## config.mk

```make
export PLATFORM = sky130hd
export DESIGN_NAME = stepper_sequencer
export DESIGN_NICKNAME = d
export VERILOG_FILES = /design/src/rtl/stepper_sequencer_pkg.sv /design/src/rtl/stepper_sequencer_step_rate_timer.sv /design/src/rtl/stepper_sequencer.sv
export SDC_FILE = /design/constraint.sdc
export NUM_CORES = 1
export LEC_CHECK = 0
export CAP_MARGIN = 5
export CORE_ASPECT_RATIO = 1.75
export CORE_UTILIZATION = 35
export DETAILED_ROUTE_END_ITERATION = 10
export PLACE_DENSITY = 0.5
export REMOVE_ABC_BUFFERS = 1
export SYNTH_ARGS = -nofsm -noshare
export SYNTH_HDL_FRONTEND = slang
export SYNTH_SLANG_ARGS = --single-unit
```

## constraint.sdc

```tcl
create_clock -name clock -period 6.5 [get_ports clock]
set_clock_uncertainty 0.2 [all_clocks]
set_input_delay 1.3 -clock clock [delete_from_list [all_inputs] [get_ports clock]]
set_output_delay 1.3 -clock clock [all_outputs]
set_load 0.01 [all_outputs]
```

## src/rtl/stepper_sequencer_pkg.sv

```systemverilog
// Shared definitions for the stepper sequencer: controller states and the
// 8-entry coil phase table used by the drive logic.
package stepper_sequencer_pkg;

    typedef enum logic [1:0] {
        IDLE,
        RUN,
        DRAIN
    } state_t;

    // {A,B,A',B'} energisation for phase index 0..7
    function automatic logic [3:0] phase_coil(input logic [2:0] idx);
        logic [3:0] pattern;
        case (idx)
            3'd0:    pattern = 4'b1000;
            3'd1:    pattern = 4'b1100;
            3'd2:    pattern = 4'b0100;
            3'd3:    pattern = 4'b0110;
            3'd4:    pattern = 4'b0010;
            3'd5:    pattern = 4'b0011;
            3'd6:    pattern = 4'b0001;
            default: pattern = 4'b1001;
        endcase
        return pattern;
    endfunction

    function automatic logic [2:0] phase_advance(input logic [2:0] idx,
                                                 input logic       fwd,
                                                 input logic       half);
        logic [2:0] inc;
        inc = half ? 3'd1 : 3'd2;
        return fwd ? idx + inc : idx - inc;
    endfunction

endpackage

```

## src/rtl/stepper_sequencer_step_rate_timer.sv

```systemverilog
// Step period register with linear saturating ramp, plus the down-counter
// whose zero cycle marks a step event.
module step_rate_timer
    import stepper_sequencer_pkg::*;
#(
    parameter int unsigned START_PERIOD = 500_000,
    parameter int unsigned MIN_PERIOD   = 50_000,
    parameter int unsigned RAMP_DEC     = 5_000
) (
    input  logic clock,
    input  logic reset,
    input  logic load,
    input  logic step,
    input  logic restart,
    input  logic count,
    output logic tick
);

    localparam logic [32:0] RAMP_FLOOR = 33'(MIN_PERIOD) + 33'(RAMP_DEC);

    logic [31:0] period;
    logic [31:0] timer;
    logic [31:0] next_period;

    // Compare before subtracting so a large RAMP_DEC cannot wrap the period
    always_comb begin
        next_period = 32'(MIN_PERIOD);
        if (restart)
            next_period = 32'(START_PERIOD);
        else if ({1'b0, period} >= RAMP_FLOOR)
            next_period = period - 32'(RAMP_DEC);
    end

    assign tick = (timer == '0);

    always_ff @(posedge clock or posedge reset) begin
        if (reset) begin
            period <= 32'(START_PERIOD);
            timer  <= '0;
        end else if (load) begin
            period <= 32'(START_PERIOD);
            timer  <= 32'(START_PERIOD) - 32'd1;
        end else if (step) begin
            period <= next_period;
            timer  <= next_period - 32'd1;
        end else if (count && !tick) begin
            timer  <= timer - 32'd1;
        end
    end

endmodule

```

## src/rtl/stepper_sequencer.sv

```systemverilog
// Unipolar stepper driver: run/dir control, ramped step timing, wave or
// half-step coil sequencing and a wrapping signed position count.
module stepper_sequencer
    import stepper_sequencer_pkg::*;
#(
    parameter int unsigned START_PERIOD = 500_000,
    parameter int unsigned MIN_PERIOD   = 50_000,
    parameter int unsigned RAMP_DEC     = 5_000,
    parameter bit          HALF_STEP    = 1'b1,
    parameter bit          HOLD_ENABLE  = 1'b0
) (
    input  logic        clock,
    input  logic        reset,
    input  logic        run,
    input  logic        dir,
    output logic [3:0]  coil,
    output logic        busy,
    output logic        step_pulse,
    output logic [31:0] position
);

    state_t     state;
    logic       dir_q;
    logic [2:0] phase;
    logic [2:0] next_phase;
    logic [3:0] idle_coil;
    logic       tick;
    logic       load;
    logic       step;
    logic       restart;
    logic       count;

    // A pending period that expires while run is low returns straight to IDLE
    always_comb begin
        next_phase = phase_advance(phase, dir, HALF_STEP);
        idle_coil  = HOLD_ENABLE ? phase_coil(phase) : '0;
        step       = (state == RUN) && run && tick;
        restart    = (dir != dir_q);
        count      = (state != IDLE);
        load       = ((state == IDLE) && run) ||
                     (tick && ((state == DRAIN) || ((state == RUN) && !run)));
    end

    step_rate_timer #(
        .START_PERIOD (START_PERIOD),
        .MIN_PERIOD   (MIN_PERIOD),
        .RAMP_DEC     (RAMP_DEC)
    ) u_timer (
        .clock   (clock),
        .reset   (reset),
        .load    (load),
        .step    (step),
        .restart (restart),
        .count   (count),
        .tick    (tick)
    );

    always_ff @(posedge clock or posedge reset) begin
        if (reset) begin
            state      <= IDLE;
            coil       <= '0;
            busy       <= 1'b0;
            step_pulse <= 1'b0;
            position   <= '0;
            phase      <= '0;
            dir_q      <= 1'b0;
        end else begin
            step_pulse <= 1'b0;
            case (state)
                IDLE: begin
                    if (run) begin
                        state <= RUN;
                        dir_q <= dir;
                        busy  <= 1'b1;
                        coil  <= phase_coil(phase);
                    end else begin
                        busy  <= 1'b0;
                        coil  <= idle_coil;
                    end
                end
                RUN: begin
                    if (!run) begin
                        if (tick) begin
                            state <= IDLE;
                            busy  <= 1'b0;
                            coil  <= idle_coil;
                        end else begin
                            state <= DRAIN;
                        end
                    end else if (tick) begin
                        dir_q      <= dir;
                        phase      <= next_phase;
                        coil       <= phase_coil(next_phase);
                        position   <= dir ? position + 32'd1 : position - 32'd1;
                        step_pulse <= 1'b1;
                    end
                end
                DRAIN: begin
                    if (tick) begin
                        state <= IDLE;
                        busy  <= 1'b0;
                        coil  <= idle_coil;
                    end else if (run) begin
                        state <= RUN;
                    end
                end
                default: state <= IDLE;
            endcase
        end
    end

endmodule

```

==> metrics.txt <==
TritonCTS clock tree yes; leakage between 3 and 4 nW; largest family of logic cells by synthesized area compound AO/OA/AOI/OAI gates; XOR/XNOR Fraction of Synth Area between 6 and 7%; worst path cell trace clkdlybuf4s50_1 > buf_4 > inv_1 > ha_1 > a211oi_1 > o21bai_1 > nor3_1 > o22ai_1 > a2111oi_0 > o21ai_0 > a211oi_1 > o31ai_1 > xnor2_1 > o31ai_1; Synth Area in Compound Gates approximately a quarter; worst path bufs/invs 3; Worst Tran Pin Value ~1.2 ns; Routed Wire Length about 25000 µm; fin util about two fifths; setup violators final 0; worst hold slack 0.288 ns; average vias per placed instance roughly 5.7; die area ~0.024 mm²; synthesized area approximately 0.0080 mm²; Tightest Hold Check Type flop to flop; total grt overflow 0; Crit path depth 14; initial antenna violation count 0; status complete, no violations; ys flop type dfrtp_1; post-synthesis cell count around 1000; Initial Util 35.6%; RSZ-0062 raised after global routing no; Core Box Area approximately 0.023 mm²; Synth area leaders dfrtp_1, ha_1, o21ai_0; antenna viol nets, final 0; P_sw between 0.7 and 0.8 mW; critical path startpoint dir; Slew Limit Fails 0; Unique masters post-synth around 80; Post-CTS Resized 0; Int Power between 1 and 1.5 mW; Starting DRT DRC Count 394; part of the power in the clock network between 20% and 30%; worst setup path end position[31]; Worst slew margin between 20% and 30%; per-cell routed wire length ~19 µm; Post-Synth Adder-Cell Area under 10%; sw frac around 39%; share of cells above drive strength 1 6.01%; # DRC 0; GPL Wtd Cong 0.819; max-cap viol count 0; Setup CP Type input pin to flop; most frequent cells in the layout nand2_1, dfrtp_1, o21ai_0, a21oi_1, nor2_1; EDFF count, synth 0; Antenna diodes 0; Syn Area/Cell 8.05 µm²; total power 1.95 mW; pin count of the biggest net entering global routing 85; count of final hold-check violations 0; first-pass GRT wire length roughly 41000 µm; Worst VDD drop approximately 130 µV; Horiz. Die Dim about 120 µm; DR vias around 7500; fmax 0.172 GHz; Tcrit/Tclk final between 80% and 90%; Yosys warnings 0; CTS Root Buffer Type clkbuf_16; number of global-route vias before repair between 7000 and 8000; Cell Pwr Density between 200 and 250 mW/mm²; clock tree buffer depth 2; combinational share of power 33.8%; CP arrival around 5.9 ns; Critical Path Fanout Max 10; Critical Path RT around 6.6 ns; simple-gate share of the synthesized area a little under a quarter; Worst setup EP type flop; post-synthesis mux area share 0.905%; post-synth top area cell dfrtp_1; num ports between 40 and 50; clock tree sinks approximately 110; Seq/Total Area, Yosys about a third; CP Launch Type input pin; reg2reg end u_timer.timer[28]; CP max-delay cell a2111oi_0; GRT Util Overall between 20 and 25%; setup TNS 0 ns; ys async rst share between 90% and 100%; Worst R2R Start u_timer.period[3]; CTS buffer count 9; Post-CTS Hold Fix Bufs 0; R2R Setup Slk approximately 1.6 ns; Worst-Skew Late Latency ~0.38 ns; top-area cell type share of the netlist area about a third; Top Family by Delay on Critical Path compound AO/OA/AOI/OAI gates; Worst path max stage delay just under 1 ns; port bufs between 40 and 50; Rows 73; #FFs+latches synth 108; most common library cell in the layout ignoring fill and taps nand2_1; area grow syn2layout 12.1%; Worst-path clk slew approximately 0.080 ns; Die Y between 200 and 250 µm; post-route minimum period slightly below 6 ns; setup repair bufs after CTS 0; DR pass1 iterations 5; H-tree levels 3; Final Net Count between 1000 and 1500; dpl hpwl about 18000 µm; Worst Reg-to-Reg Cells 12; Seq pwr share 38.3%
==> power groups by stage <==
| stage | clock, mW | sequential, mW | combinational, mW |
|---|---|---|---|
| CTS | 0.565 | 0.746 | 0.657 |
| detailed placement | 0 | 0.760 | 0.655 |
| finish | 0.544 | 0.746 | 0.659 |
| floorplan | 0 | 0.754 | 0.420 |
| global placement | 0 | 0.759 | 0.657 |
| global route | 0.584 | 0.753 | 0.728 |
==> area by class of cell <==
type / instances / area, µm²
fillers: 2352 / 13600
multi-input cells: 804 / 4990
flip-flops and latches: 108 / 2710
repair buffers: 57 / 531
well taps: 300 / 375
clock buffers: 9 / 225
inverters: 30 / 115
clock inverters: 7 / 51.3
==> worst min-delay path, cell delays in order (launching register included) <==
cell and delay, ns:
dfrtp_1 0.35, nand2_1 0.05, o21ai_0 0.06
==> synthesized netlist by cell type, drive strengths merged, types with 6 or more instances <==
library cell	n
nand3	28
or4	6
a22oi	6
o22ai	6
o21ai	100
nor2	86
o211ai	9
o21a	6
nor3b	6
nor4	20
nand4	16
inv	30
a21o	10
o31ai	9
nand2	119
a21oi	92
nand3b	9
dfstp	7
a31oi	7
o21bai	6
xor2	30
or3	15
nand2b	13
nor3	41
dfrtp	101
ha	42
a211oi	16
xnor2	33
clkbuf	50
==> routing by layer <==
layer | vias to the layer above | track usage [%] | routed length, µm
met4 | 0 | 15.4 | 1580
met1 | 3651 | 23.8 | 9640
met2 | 147 | 41.7 | 13500
li1 | 3655 | - | -
met5 | - | 0 | 0
met3 | 50 | 2.49 | 556
==> worst min-delay path by stage <==
stage | from | endpoint | slack, ns | cells past startpoint
final | coil[2] | coil[2] | 0.29 | 2
after global routing | u_timer.timer[10] | u_timer.timer[10] | 0.33 | 2
after CTS | coil[2] | coil[2] | 0.29 | 2
after detailed placement | coil[2] | coil[2] | 0.27 | 2
after global placement | coil[0] | coil[0] | 0.27 | 2
after floorplan | u_timer.timer[10] | u_timer.timer[10] | 0.26 | 2
==> logic make-up after synthesis <==
family | Yosys count
compound gates | 310
xor+xnor | 63
fa+ha+maj | 43
buf+inv | 84
flops | 108
mux | 7
simple gates | 381
==> metrics by stage <==
stage,worst slack [ns],instance area [µm²],instances
after global routing,0.424,8990,1315
after detailed placement,0.350,8720,1299
after floorplan,0.245,7800,942
after CTS,0.753,8990,1315
final,0.687,8990,1315
after global placement,0.408,8720,1299
==> sequential cells by signal (all words and copies together), names as in the netlist <==
signal / cells
u_timer.timer: 32
busy: 1
dir_q: 1
step_pulse: 1
position: 32
coil: 4
phase: 3
state: 2
u_timer.period: 32
No activity file was read; power rests on OpenSTA's default activity.
